--- src/rtl/abro_sequencer.sv ---
// Table-driven stimulus sequencer for an ABRO machine: plays up to 16 programmed
// Reset/A/B steps and scores the returned O against a per-step expected bit.
module abro_sequencer #(
   parameter int HOLD_CYCLES = 1,
   parameter int CHECK_LAT   = 1
) (
   input  logic       clk,
   input  logic       reset,
   input  logic       prog_we,
   input  logic [3:0] prog_addr,
   input  logic [3:0] prog_data,
   input  logic       start,
   input  logic [4:0] num_steps,
   input  logic       abro_o,
   output logic       abro_reset,
   output logic       abro_a,
   output logic       abro_b,
   output logic       busy,
   output logic       done,
   output logic [4:0] pass_cnt,
   output logic [4:0] fail_cnt,
   output logic       fail_seen,
   output logic [3:0] first_fail
);

   localparam int DEPTH = HOLD_CYCLES + CHECK_LAT;

   typedef enum logic [1:0] {IDLE, RUN, DRAIN} state_t;

   state_t     state, state_n;
   logic [3:0] tbl [16];
   logic [3:0] step, step_n;
   logic [3:0] hold, hold_n;
   logic [2:0] drain, drain_n;
   logic [4:0] len, len_n, len_req;
   logic [2:0] drv_n;
   logic       busy_n, done_n, accept, wr_en;
   logic       push, push_exp;
   logic [3:0] push_idx, entry0;

   logic [DEPTH-1:0]      vld_pipe, exp_pipe;
   logic [DEPTH-1:0][3:0] idx_pipe;

   assign wr_en   = prog_we && !busy;
   assign len_req = (num_steps > 5'd16) ? 5'd16 : num_steps;
   // A write landing on the start edge must be seen by step 0.
   assign entry0  = (wr_en && prog_addr == 4'd0) ? prog_data : tbl[0];

   always_comb begin
      state_n  = state;
      step_n   = step;
      hold_n   = hold;
      drain_n  = drain;
      len_n    = len;
      drv_n    = {abro_reset, abro_a, abro_b};
      busy_n   = busy;
      done_n   = 1'b0;
      accept   = 1'b0;
      push     = 1'b0;
      push_idx = step;
      push_exp = 1'b0;
      case (state)
         IDLE: begin
            drv_n = 3'b100;
            if (start) begin
               accept  = 1'b1;
               len_n   = len_req;
               busy_n  = 1'b1;
               step_n  = 4'd0;
               hold_n  = 4'd0;
               drain_n = 3'd0;
               if (len_req == 5'd0) begin
                  state_n = DRAIN;
                  drv_n   = 3'b000;
               end else begin
                  state_n  = RUN;
                  drv_n    = entry0[3:1];
                  push     = 1'b1;
                  push_idx = 4'd0;
                  push_exp = entry0[0];
               end
            end
         end
         RUN: begin
            if (hold == 4'(HOLD_CYCLES - 1)) begin
               hold_n = 4'd0;
               if ({1'b0, step} == len - 5'd1) begin
                  state_n = DRAIN;
                  drain_n = 3'd0;
                  drv_n   = 3'b000;
               end else begin
                  step_n   = step + 4'd1;
                  drv_n    = tbl[step + 4'd1][3:1];
                  push     = 1'b1;
                  push_idx = step + 4'd1;
                  push_exp = tbl[step + 4'd1][0];
               end
            end else begin
               hold_n = hold + 4'd1;
            end
         end
         DRAIN: begin
            drv_n = 3'b000;
            if (drain == 3'(CHECK_LAT - 1)) begin
               state_n = IDLE;
               busy_n  = 1'b0;
               done_n  = 1'b1;
               drv_n   = 3'b100;
            end else begin
               drain_n = drain + 3'd1;
            end
         end
         default: state_n = IDLE;
      endcase
   end

   always_ff @(posedge clk) begin
      if (reset) begin
         state      <= IDLE;
         step       <= 4'd0;
         hold       <= 4'd0;
         drain      <= 3'd0;
         len        <= 5'd0;
         abro_reset <= 1'b1;
         abro_a     <= 1'b0;
         abro_b     <= 1'b0;
         busy       <= 1'b0;
         done       <= 1'b0;
      end else begin
         state      <= state_n;
         step       <= step_n;
         hold       <= hold_n;
         drain      <= drain_n;
         len        <= len_n;
         {abro_reset, abro_a, abro_b} <= drv_n;
         busy       <= busy_n;
         done       <= done_n;
      end
   end

   always_ff @(posedge clk) begin
      if (reset) begin
         for (int i = 0; i < 16; i++) tbl[i] <= 4'd0;
      end else if (wr_en) begin
         tbl[prog_addr] <= prog_data;
      end
   end

   // Expected bit, step index and valid flag ride along until O is due.
   always_ff @(posedge clk) begin
      if (reset) begin
         vld_pipe <= '0;
         exp_pipe <= '0;
         idx_pipe <= '0;
      end else begin
         vld_pipe <= {vld_pipe[DEPTH-2:0], push};
         exp_pipe <= {exp_pipe[DEPTH-2:0], push_exp};
         idx_pipe <= {idx_pipe[DEPTH-2:0], push_idx};
      end
   end

   always_ff @(posedge clk) begin
      if (reset) begin
         pass_cnt   <= 5'd0;
         fail_cnt   <= 5'd0;
         fail_seen  <= 1'b0;
         first_fail <= 4'd0;
      end else if (accept) begin
         pass_cnt   <= 5'd0;
         fail_cnt   <= 5'd0;
         fail_seen  <= 1'b0;
         first_fail <= 4'd0;
      end else if (vld_pipe[DEPTH-1]) begin
         if (abro_o == exp_pipe[DEPTH-1]) begin
            pass_cnt <= pass_cnt + 5'd1;
         end else begin
            fail_cnt <= fail_cnt + 5'd1;
            if (!fail_seen) begin
               fail_seen  <= 1'b1;
               first_fail <= idx_pipe[DEPTH-1];
            end
         end
      end
   end

endmodule
--- config.mk ---
export PLATFORM = sky130hd
export DESIGN_NAME = abro_sequencer
export DESIGN_NICKNAME = d
export VERILOG_FILES = /design/src/rtl/abro_sequencer.sv
export SDC_FILE = /design/constraint.sdc
export NUM_CORES = 1
export LEC_CHECK = 0
export CAP_MARGIN = 25
export CORE_UTILIZATION = 35
export CTS_BUF_LIST = sky130_fd_sc_hd__clkbuf_4
export CTS_CLUSTER_DIAMETER = 120
export DETAILED_ROUTE_END_ITERATION = 10
export PLACE_DENSITY_LB_ADDON = 0.15
export SYNTH_ARGS = -nofsm -noshare
export SYNTH_HDL_FRONTEND = slang
export SYNTH_SLANG_ARGS = --single-unit
--- constraint.sdc ---
create_clock -name clk -period 6.3 [get_ports clk]
set_clock_uncertainty 0.2 [all_clocks]
set_input_delay 0.945 -clock clk [delete_from_list [all_inputs] [get_ports clk]]
set_output_delay 0.945 -clock clk [all_outputs]
set_load 0.01 [all_outputs]
==> metrics.md <==
| Metric | Value |
|---|---|
| Post-cts hold buffer count | 0 |
| Switch share | 29.5% |
| Layout area overhead | 15.5% |
| Setup ws final | 3.24 ns |
| Cells along the critical path | clkdlybuf4s50_1, buf_4, nor3b_1, nand3b_1, o21ai_0 |
| I/O Pins | 38 |
| Post-place setup slack | 2.73 ns |
| Number of global-route vias before repair | 3723 |
| Chip width | 127 microns |
| RSZ-0062 raised after global routing | no |
| Initial antenna violation count | 0 |
| Crit path kind | input port to flip-flop |
| Reg2reg setup slack | 3.48 ns |
| Placed cell areas | 0.00605 sq mm |
| Vias | 3728 |
| Largest net degree at the start of global routing | 36 |
| Max Slew Vio Count | 0 |
| R2r worst-path depth | 6 |
| Final WL | 12.5 mm |
| Hold Path End | idx_pipe[6] |
| Static Leak | 2.36 nW |
| CTS tree | built |
| M1 WL | 5.76 mm |
| Worst Path Required | 6.26 ns |
| Clock buffer depth | 2 |
| Syn Area/Cell | 11.5 sq um |
| Grt ovf | 0 |
| Clk root buf | clkbuf_4 |
| Layout cells sized above 1 | 11.3% |
| FF-to-FF Start | step[0] |
| Peak VDD IR | 0.000179 V |
| Finished layout cell area | 0.00637 sq mm |
| Post-cts sizing count | 0 |
| Initial drt markers | 262 |
| Placeable Area | 0.0153 sq mm |
| DR pass1 iterations | 4 |
| First-pass GRT wire length | 20.1 mm |
| #FFs+latches synth | 114 |
| Arrival @ worst endpoint | 3.02 ns |
| Ys flop type | edfxtp_1 |
| Setup-failing EPs final | 0 |
| Outcome | complete, no violations |
| Buffers & Inverters on Critical Path | 2 |
| Crit start category | input port |
| Hold Crit Start | idx_pipe[2] |
| RR Endpoint | exp_pipe[0] |
| # rows | 45 |
| Slew @ Worst Pin | 0.927 ns |
| Post-Syn Nets | 511 |
| Rel. slew slack | 38.1% |
| Fmax | 326 MHz |
| All-Layer GR Usage | 16.7% |
| Setup TNS | 0 ns |
| Worst setup EP type | flip-flop |
| Die footprint | 0.0163 sq mm |
| Post-synth top area share | 34.9% |
| Post-synth top area cell | edfxtp_1 |
| Post-synth EDFFs | 64 |
| # diodes | 0 |
| Antenna Nets Post-Route | 0 |
| Area contributors post-synth | edfxtp_1 (35%), dfxtp_1 (18%), and2_1 (7.4%) |
| Power Internal | 1.34 mW |
| # clock sinks | 114 |
| Clock Latency Late Sink | 0.53 ns |
| Power Density | 298 mW/mm^2 |
| Asr flop ratio synth | 0% |
| Hpwl dp | 8.61 mm |
| Final number of hold-violating endpoints | 0 |
| Routed wire per std cell | 16.9 microns |
| Unique masters post-synth | 52 |
| Die Y-Extent | 127 microns |
| CP Max Fanout | 35 |
| Mapped Cells | 481 |
| Starting Density | 36.1% |
| Total power | 1.90 mW |
| Post-layout util | 41.7% |
| Post-CTS setup buffers | 0 |
| Hold Crit Depth | 1 |
| IO Port Bufs | 37 |
| CTS clk-pin slew, worst paths | 0.09 ns |
| Synthesis Warnings | 0 |
| Synth Cell Area | 0.00551 sq mm |
| Register area share after synthesis | 53.0% |
| Sequential Power Share | 45.4% |
| Slowest CP cell | o21ai_0 |
| GPL Wtd Cong | 0.782 |
| Final period util | 48.6% |
| Psw | 0.559 mW |
| Crit path max-delay family | simple AND/OR/NAND/NOR gates |
| Via-to-Cell Ratio | 5.04 |
| Power share of the clock group | 31.5% |
| Met3 WL | 579 microns |
| DRC violations left | 0 |
| Slowest stage delay, CP | 0.58 ns |
| Type of the most critical hold path | flip-flop to flip-flop |
| Met2 wire len | 6.03 mm |
| # Max-Cap Violations | 0 |
| Power share of the combinational group | 23.1% |
| Layout net count | 546 |
| Num CTS Buffers | 17 |
| Top Metal Used | met4 |
| Tmin final | 3.06 ns |
| CTS H-tree depth | 4 |
[cell usage after synthesis (7+ instances only)]
master,count
nor2_1,45
nor3_1,8
and2_1,65
o21ai_0,16
xor2_1,11
dfxtp_1,50
nand4_1,9
nand3_1,10
edfxtp_1,64
a21oi_1,19
mux2i_1,20
nor2b_1,8
ha_1,12
inv_1,14
a31oi_1,7
nand2_1,24
clkbuf_1,16
mux4_2,13
[power groups by stage]
stage	registers [mW]	clock network, mW	logic (mW)
4_1_cts	0.862	0.614	0.441
6_report	0.861	0.598	0.438
5_1_grt	0.867	0.645	0.486
3_3_place_gp	0.879	0	0.434
3_5_place_dp	0.879	0	0.440
2_1_floorplan	0.873	0	0.314
[stage by stage]
step	std cells	hold slack [ns]
floorplan	481	0.214
global placement	708	0.226
detailed placement	708	0.230
CTS	740	0.245
global route	740	0.266
finish	740	0.247
[worst max path at each step]
stage / slack, ns / depth (start not counted) / from / endpoint
6_report: 3.24 / 5 / reset / tbl[5][2]
5_1_grt: 3.07 / 6 / reset / tbl[8][1]
4_1_cts: 3.31 / 5 / reset / tbl[5][2]
3_5_place_dp: 2.73 / 5 / reset / tbl[9][3]
3_3_place_gp: 2.78 / 5 / reset / tbl[9][0]
2_1_floorplan: 3.68 / 4 / reset / tbl[11][0]
[registers in the layout, summed over array words and instances, names as in the netlist]
register	cells
fail_seen	1
pass_cnt	5
vld_pipe	2
fail_cnt	5
tbl	64
drain	3
done	1
len	5
first_fail	4
busy	1
exp_pipe	2
idx_pipe	8
abro_a	1
state	2
hold	4
abro_reset	1
step	4
abro_b	1
[placed cells by master (no fill, tap or decap), types with 4 or more instances in the layout]
cell             count
buf_4                4
nor3b_1              5
dfxtp_1             50
mux4_2              13
xnor2_1              4
inv_1               14
clkdlybuf4s50_1     37
o21ai_0             16
nand2b_1             5
nand3b_1             4
or2_2                4
mux4_1               4
nor2_1              45
xor2_1              11
a31oi_1              7
nand2_1             24
a21oi_1             19
nand3_1             10
ha_1                12
nor3_1               8
and2_1              65
nand4_1              9
edfxtp_1            64
clkbuf_4            20
bufinv_16            4
mux2i_1             20
nor2b_1              8
[area by class of cell]
class,instances,area [sq um]
clock buffer,20,150
timing repair buffer,41,400
tap,211,264
multi-input combinational,328,2410
fill,1459,8890
sequential,114,2920
clock inverter,12,163
inverter,14,52.6
[layer usage]
layer | up-vias | track usage [%]
met2 | 73 | 27.9
met3 | 15 | 4.69
met4 | 0 | 5.46
met5 | - | 0
met1 | 1826 | 20.8
li1 | 1814 | -
[logic make-up after synthesis]
logic type                 synth area share (%)
muxes                                      11.5
adders and majority gates                  2.72
DFF                                        53.0
xor gates and xnor gates                   2.88
and+or+nand+nor                            19.0
buffers and inverters                      3.16
AOI/OAI and AO/OA                          7.72
Note: power is estimated with default switching activity, not from simulation.
